[src/rtl/bcd_scan_scheduler.sv]
// Converts NF binary 0..99 time fields through one shared external BCD converter,
// then multiplexes the committed digits onto an active-low scanned display.
module bcd_scan_scheduler #(
  parameter int NF       = 6,
  parameter int SCAN_DIV = 50000
) (
  input  logic            clk,
  input  logic            rst,
  input  logic            start,
  input  logic [7*NF-1:0] fields_in,
  output logic [6:0]      conv_in,
  input  logic [3:0]      conv_ones,
  input  logic [3:0]      conv_tens,
  output logic            busy,
  output logic            done,
  output logic [3:0]      bcd_out,
  output logic [2*NF-1:0] an_n
);

  localparam int ND = 2 * NF;
  localparam int IW = (NF > 1) ? $clog2(NF) : 1;
  localparam int PW = $clog2(ND);
  localparam int DW = $clog2(SCAN_DIV);

  localparam logic [1:0] S_IDLE   = 2'd0;
  localparam logic [1:0] S_DRIVE  = 2'd1;
  localparam logic [1:0] S_CAPT   = 2'd2;
  localparam logic [1:0] S_COMMIT = 2'd3;

  localparam logic [IW-1:0] IDX_LAST = IW'(NF - 1);
  localparam logic [PW-1:0] PTR_LAST = PW'(ND - 1);
  localparam logic [DW-1:0] DIV_LAST = DW'(SCAN_DIV - 1);
  localparam logic [ND-1:0] SEL_ONE  = ND'(1);

  logic [1:0]    r_state;
  logic [IW-1:0] r_idx;
  logic [6:0]    r_snap [NF];
  logic [7:0]    r_work [NF];
  logic [7:0]    r_disp [NF];
  logic          r_done;
  logic [DW-1:0] r_div;
  logic [PW-1:0] r_ptr;
  logic [IW-1:0] w_fsel;
  logic [7:0]    w_dfield;

  // Frame sequencer: one DRIVE (converter settle) + one CAPT cycle per field.
  always_ff @(posedge clk) begin
    if (rst) begin
      r_state <= S_IDLE;
      r_idx   <= '0;
      r_done  <= 1'b0;
      for (int unsigned i = 0; i < NF; i++) begin
        r_snap[i] <= '0;
        r_work[i] <= '0;
        r_disp[i] <= '0;
      end
    end else begin
      r_done <= 1'b0;
      case (r_state)
        S_IDLE: begin
          if (start) begin
            for (int unsigned i = 0; i < NF; i++) begin
              r_snap[i] <= fields_in[7*i +: 7];
            end
            r_idx   <= '0;
            r_state <= S_DRIVE;
          end
        end
        S_DRIVE: r_state <= S_CAPT;
        S_CAPT: begin
          r_work[r_idx] <= {conv_tens, conv_ones};
          if (r_idx == IDX_LAST) begin
            r_state <= S_COMMIT;
          end else begin
            r_idx   <= r_idx + IW'(1);
            r_state <= S_DRIVE;
          end
        end
        S_COMMIT: begin
          for (int unsigned i = 0; i < NF; i++) begin
            r_disp[i] <= r_work[i];
          end
          r_done  <= 1'b1;
          r_state <= S_IDLE;
        end
        default: r_state <= S_IDLE;
      endcase
    end
  end

  // Free-running scan; never touched by the sequencer so bank swaps cannot disturb it.
  always_ff @(posedge clk) begin
    if (rst) begin
      r_div <= '0;
      r_ptr <= '0;
    end else if (r_div == DIV_LAST) begin
      r_div <= '0;
      r_ptr <= (r_ptr == PTR_LAST) ? '0 : r_ptr + PW'(1);
    end else begin
      r_div <= r_div + DW'(1);
    end
  end

  assign conv_in  = r_snap[r_idx];
  assign busy     = (r_state != S_IDLE);
  assign done     = r_done;
  assign w_fsel   = IW'(r_ptr >> 1);
  assign w_dfield = r_disp[w_fsel];
  assign bcd_out  = r_ptr[0] ? w_dfield[7:4] : w_dfield[3:0];
  assign an_n     = ~(SEL_ONE << r_ptr);

endmodule
[config.mk]
export PLATFORM = sky130hd
export DESIGN_NAME = bcd_scan_scheduler
export DESIGN_NICKNAME = d
export VERILOG_FILES = /design/src/rtl/bcd_scan_scheduler.sv
export SDC_FILE = /design/constraint.sdc
export NUM_CORES = 1
export LEC_CHECK = 0
export ABC_CLOCK_PERIOD_IN_PS = 6900
export CORE_AREA = 3 3 114 116
export CTS_CLUSTER_SIZE = 14
export DETAILED_ROUTE_END_ITERATION = 16
export DIE_AREA = 0 0 117 119
export MAX_ROUTING_LAYER = met4
export PLACE_DENSITY = 0.83
export SLEW_MARGIN = 25
export SYNTH_ARGS = -nofsm -noshare
export SYNTH_HDL_FRONTEND = slang
export SYNTH_SLANG_ARGS = --single-unit
[constraint.sdc]
create_clock -name clk -period 6.9 [get_ports clk]
set_clock_uncertainty 0.05 [all_clocks]
set_input_delay 1.035 -clock clk [delete_from_list [all_inputs] [get_ports clk]]
set_output_delay 1.035 -clock clk [all_outputs]
set_load 0.02 [all_outputs]
Word level (Yosys, flattened, before mapping). Memories as Yosys holds them, arrays and structs flattened. A register that Yosys moved wholly into a read port is not among the register bits. Cells that the tools add are included.

$add $sub $neg: 3. Multipliers: 0. Divide/modulo/power cells: 0. $lt $le $gt $ge: 0. Eq/ne operators: 8. Shift-type cells: 1. Mux-type cells: 39. Bitwise gates (word level): 13. Reduce and logical (&&, ||, !) cells: 6.

Operators by type and width (count): $mux 8 (7); $mux 7 (6); $mux 3 (7); $add 16x1->16 const B (1); $eq 16x16->1 const B (1); $mux 1 (13); $not 12->12 (1); $or 1x1->1 (12); $shl 1x4->12 const A (1); $mux 4 (2); $pmux 2 s4 (1); $reduce_or 8->1 (1); $pmux 3 s2 (1); $add 4x1->4 const B (1); $eq 2x2->1 const B (2); $eq 4x4->1 const B (1); $mux 2 (2); $ne 2x2->1 const B (2); $reduce_bool 2->1 (2); $add 3x1->3 const B (1); $eq 3x3->1 const B (1); $reduce_and 3->1 (1); $eq 2x1->1 const B (1); $logic_not 2->1 (1); $reduce_or 2->1 (1).

Register bits: 26. Bits in latches: 0. Bits in writable memories: 138. Bits in read-only memories: 0. Bits of input ports: 53. Output and inout port bits: 25. Logic and storage cells: 78. Memories kept: 3.

Memory list: r_disp (depth 6, width 8, read ports 1, clocked after Yosys merged registers in 1, wr ports 6, RTL line 39) `logic [7:0] r_disp [NF];`; r_work (depth 6, width 8, read ports 6, clocked after Yosys merged registers in 0, wr ports 6, RTL line 38) `logic [7:0] r_work [NF];`; r_snap (depth 6, width 7, read ports 1, clocked after Yosys merged registers in 1, wr ports 6, RTL line 37) `logic [6:0] r_snap [NF];`.

Longest topological paths before layout.
Depth in word-level cells: 6. Gate-level depth with buffers: 7. Gate-level depth less buffers: 5.

Worst setup path after synthesis. No wires, ideal clock.

Kind: in2reg. Start: in rst. End: mem r_disp[0][0] (enable). Setup time: 0.413 ns. Arrival time: 2.493 ns. Required time: 6.437 ns. Setup slack: 3.944 ns. Stages: 2. Buffers on the path: 1. Cell sequence: clkbuf_1 > nand2b_1.

RTL lines: start: declaration (RTL line 8) `input logic rst,`; end: declaration (RTL line 39).

==> impl_metrics.toml <==
[status]
status = "complete, no violations"

[global_route]
antenna_found_initial = 0
grt-ovfl-total = 0
grt_pass1_vias = 4245
grt_usage_pct = 20.87
grt_start_max_net_pins = 50
grt_pass1_wl_um = 21360

[timing]
setup_viol = 0
fin_crit_sh_pct = 54.45
hold_viol = 0
grt_setup_unrepaired = "no"
period_minus_slack_ns = 3.757
setup_tns_ns = 0
max_slew_margin_pct = 33.39
worst_pin_slew_ns = 0.9991
max_freq_mhz = 266.2
drv_slew = 0

[pwr]
leakage_uw = 0.003213
p_per_area_nw_per_um2 = 270.3
peakVddDrop_mv = 0.1746

[synth]
synth_compound_area_share_pct = 2.193
synth_top_family_by_area = "simple AND/OR/NAND/NOR gates"
synth_top_cell_area_share_pct = 57.64
synth.avg_cell_area_um2 = 13.51
synth_area_leaders = "edfxtp_1 58%, dfxtp_1 8.9%, and2_1 8.5%, mux4_2 6.0%, nor2_1 3.6%"
synth-seq-cells = 170
synth_nets = 594
synthCells = 532
synth_fa_ha_area_share_pct = 1.566
syn_area_um2 = 7189
synth.distinct_cells = 45
synth_edf_count = 138
synth_top_flop_cell = "edfxtp_1"
ys_warn_count = 0
synth_top_cell_by_area = "edfxtp_1"
synthArstFlopShare_pct = 0
yosysSeqAreaShare_pct = 66.55
synth_mux_area_share_pct = 7.762
synth-simple-area-share_pct = 17.84
synth_xor_area_share_pct = 1.706

[die]
die_h_um = 119
die_w_um = 117
core_um2 = 12010
dieArea_um2 = 13920
rows = 40
ios = 78
initial_utilization_pct = 59.85

[detailed_routing]
detail_route.wl_per_cell_um = 17.49
antenna_left = 0
drc = 0
drt_iter0_drc = 254
viasPerCell = 5.460
postRouteWirelength_um = 13390
vias = 4182
dr.pass1.iters = 4

[placed_design]
io_buffers = 77
dp_hpwl_um = 9235
dpl-instance-area_um2 = 8063
place.gp.congestion = 0.8268

[setup_path]
path_max_fanout = 14
cp-start-kind = "flip-flop"
crit_path_end_kind = "output port"
critPathKind = "flip-flop to output port"
required_ns = 5.81
cp.arrival_ns = 2.67

[layout]
nets = 668
layout_common_cells = "138 x edfxtp_1, 98 x and2_1, 77 x clkdlybuf4s50_1"
area_growth_pct = 21.58
final_common_cell = "edfxtp_1"
diodes = 0
design_area_um2 = 8741
drive_gt1_share_pct = 10.02

[clocking]
insertion_delay_ns = 0.42
numCtsBuffers = 17
clk_pin_slew_worst_paths_ns = 0.06
clkSinkCount = 170
cts_tree = "yes"
htreeDepth = 4
cts_root_buf = "clkbuf_16"
cts_buffer_depth = 2
holdBufCountCts = 0
post_cts_buffers = 0
ctsResizeCount = 0

[run]
cap_violations = 0

[min_path]
hp-class = "flip-flop to flip-flop"
path summary, 6_finish.rpt:
| check | start | endpoint | slack [ns] | cells past startpoint |
|---|---|---|---|---|
| setup / recovery | flip-flop | conv_in[1] | 3.14 | 4 |
| setup reg to reg | r_div[5] | r_div[10] | 4.46 | 4 |
| hold reg to reg | r_div[0] | r_div[0] | 0.46 | 1 |
| hold / removal | r_div[0] | r_div[0] | 0.46 | 1 |
Yosys cell counts (2+ instances only):
cell	count
edfxtp_1	138
and2_1	98
nor2_1	69
dfxtp_1	32
nand2_1	32
mux4_2	19
clkbuf_1	18
inv_1	15
mux2i_1	13
xnor2_1	11
a21oi_1	10
ha_1	9
nand2b_1	9
nand3_1	6
nor3_1	6
buf_2	5
o21ai_0	4
nand4_1	3
nor4_1	3
xor2_1	3
a22o_1	2
and3_1	2
o21bai_1	2
or4bb_1	2
through the flow:
step           instances  setup slack, ns  util (%)  hold slack (ns)  power, µW
6_report             766            3.143     72.77           0.4640       2363
5_1_grt              766            2.928     72.77           0.4787       2427
4_1_cts              766            3.052     72.73           0.4623       2377
3_5_place_dp         734            3.418     67.13           0.4393       1318
3_3_place_gp         734            3.482     67.13           0.3934       1310
2_1_floorplan        532            3.944         -           0.3759       1254
worst max-delay path, stage by stage (launching register included):
cell             delay (ns)
dfxtp_1                0.89
mux4_2                 0.60
nor2_1                 0.11
a21oi_1                0.06
clkdlybuf4s50_1        0.59
per-layer routing:
| metal | GRT usage (%) | wire, µm | vias to the layer above |
|---|---|---|---|
| met4 | 8.602 | 199 | 0 |
| li1 | - | - | 2026 |
| met1 | 24.54 | 5429 | 2011 |
| met5 | - | 0 | - |
| met2 | 33.64 | 7090 | 125 |
| met3 | 5.996 | 674 | 20 |
report_power, final:
group          switching [µW]  leakage (µW)  internal, µW  total [µW]
Clock                     385      0.000319           680        1070
Combinational            59.3       0.00119          63.2         123
Sequential               18.6       0.00171          1160        1170
state kept, by name, summed over array words and instances (netlist names), named ones only:
signal / count
r_idx: 3
r_ptr: 4
r_work: 48
r_state: 2
r_snap: 42
done: 1
r_div: 16
r_disp: 48
cell families after synthesis:
kind of cell	after synthesis
AO/OA/AOI/OAI	25
multiplexers	32
XOR/XNOR	14
adder cells (fa/ha/maj)	9
AND/OR/NAND/NOR	241
buffers and inverters	41
flip-flops	170
final cells by class:
cell class | count | area (µm²)
Clock buffer | 17 | 425.4
Sequential cell | 170 | 4785
Clock inverter | 15 | 247.7
Tap cell | 147 | 183.9
Multi-Input combinational cell | 321 | 2246
Inverter | 16 | 60.06
Timing Repair Buffer | 80 | 793.3
Fill cell | 741 | 3271
(Power assumes the default switching activity.)
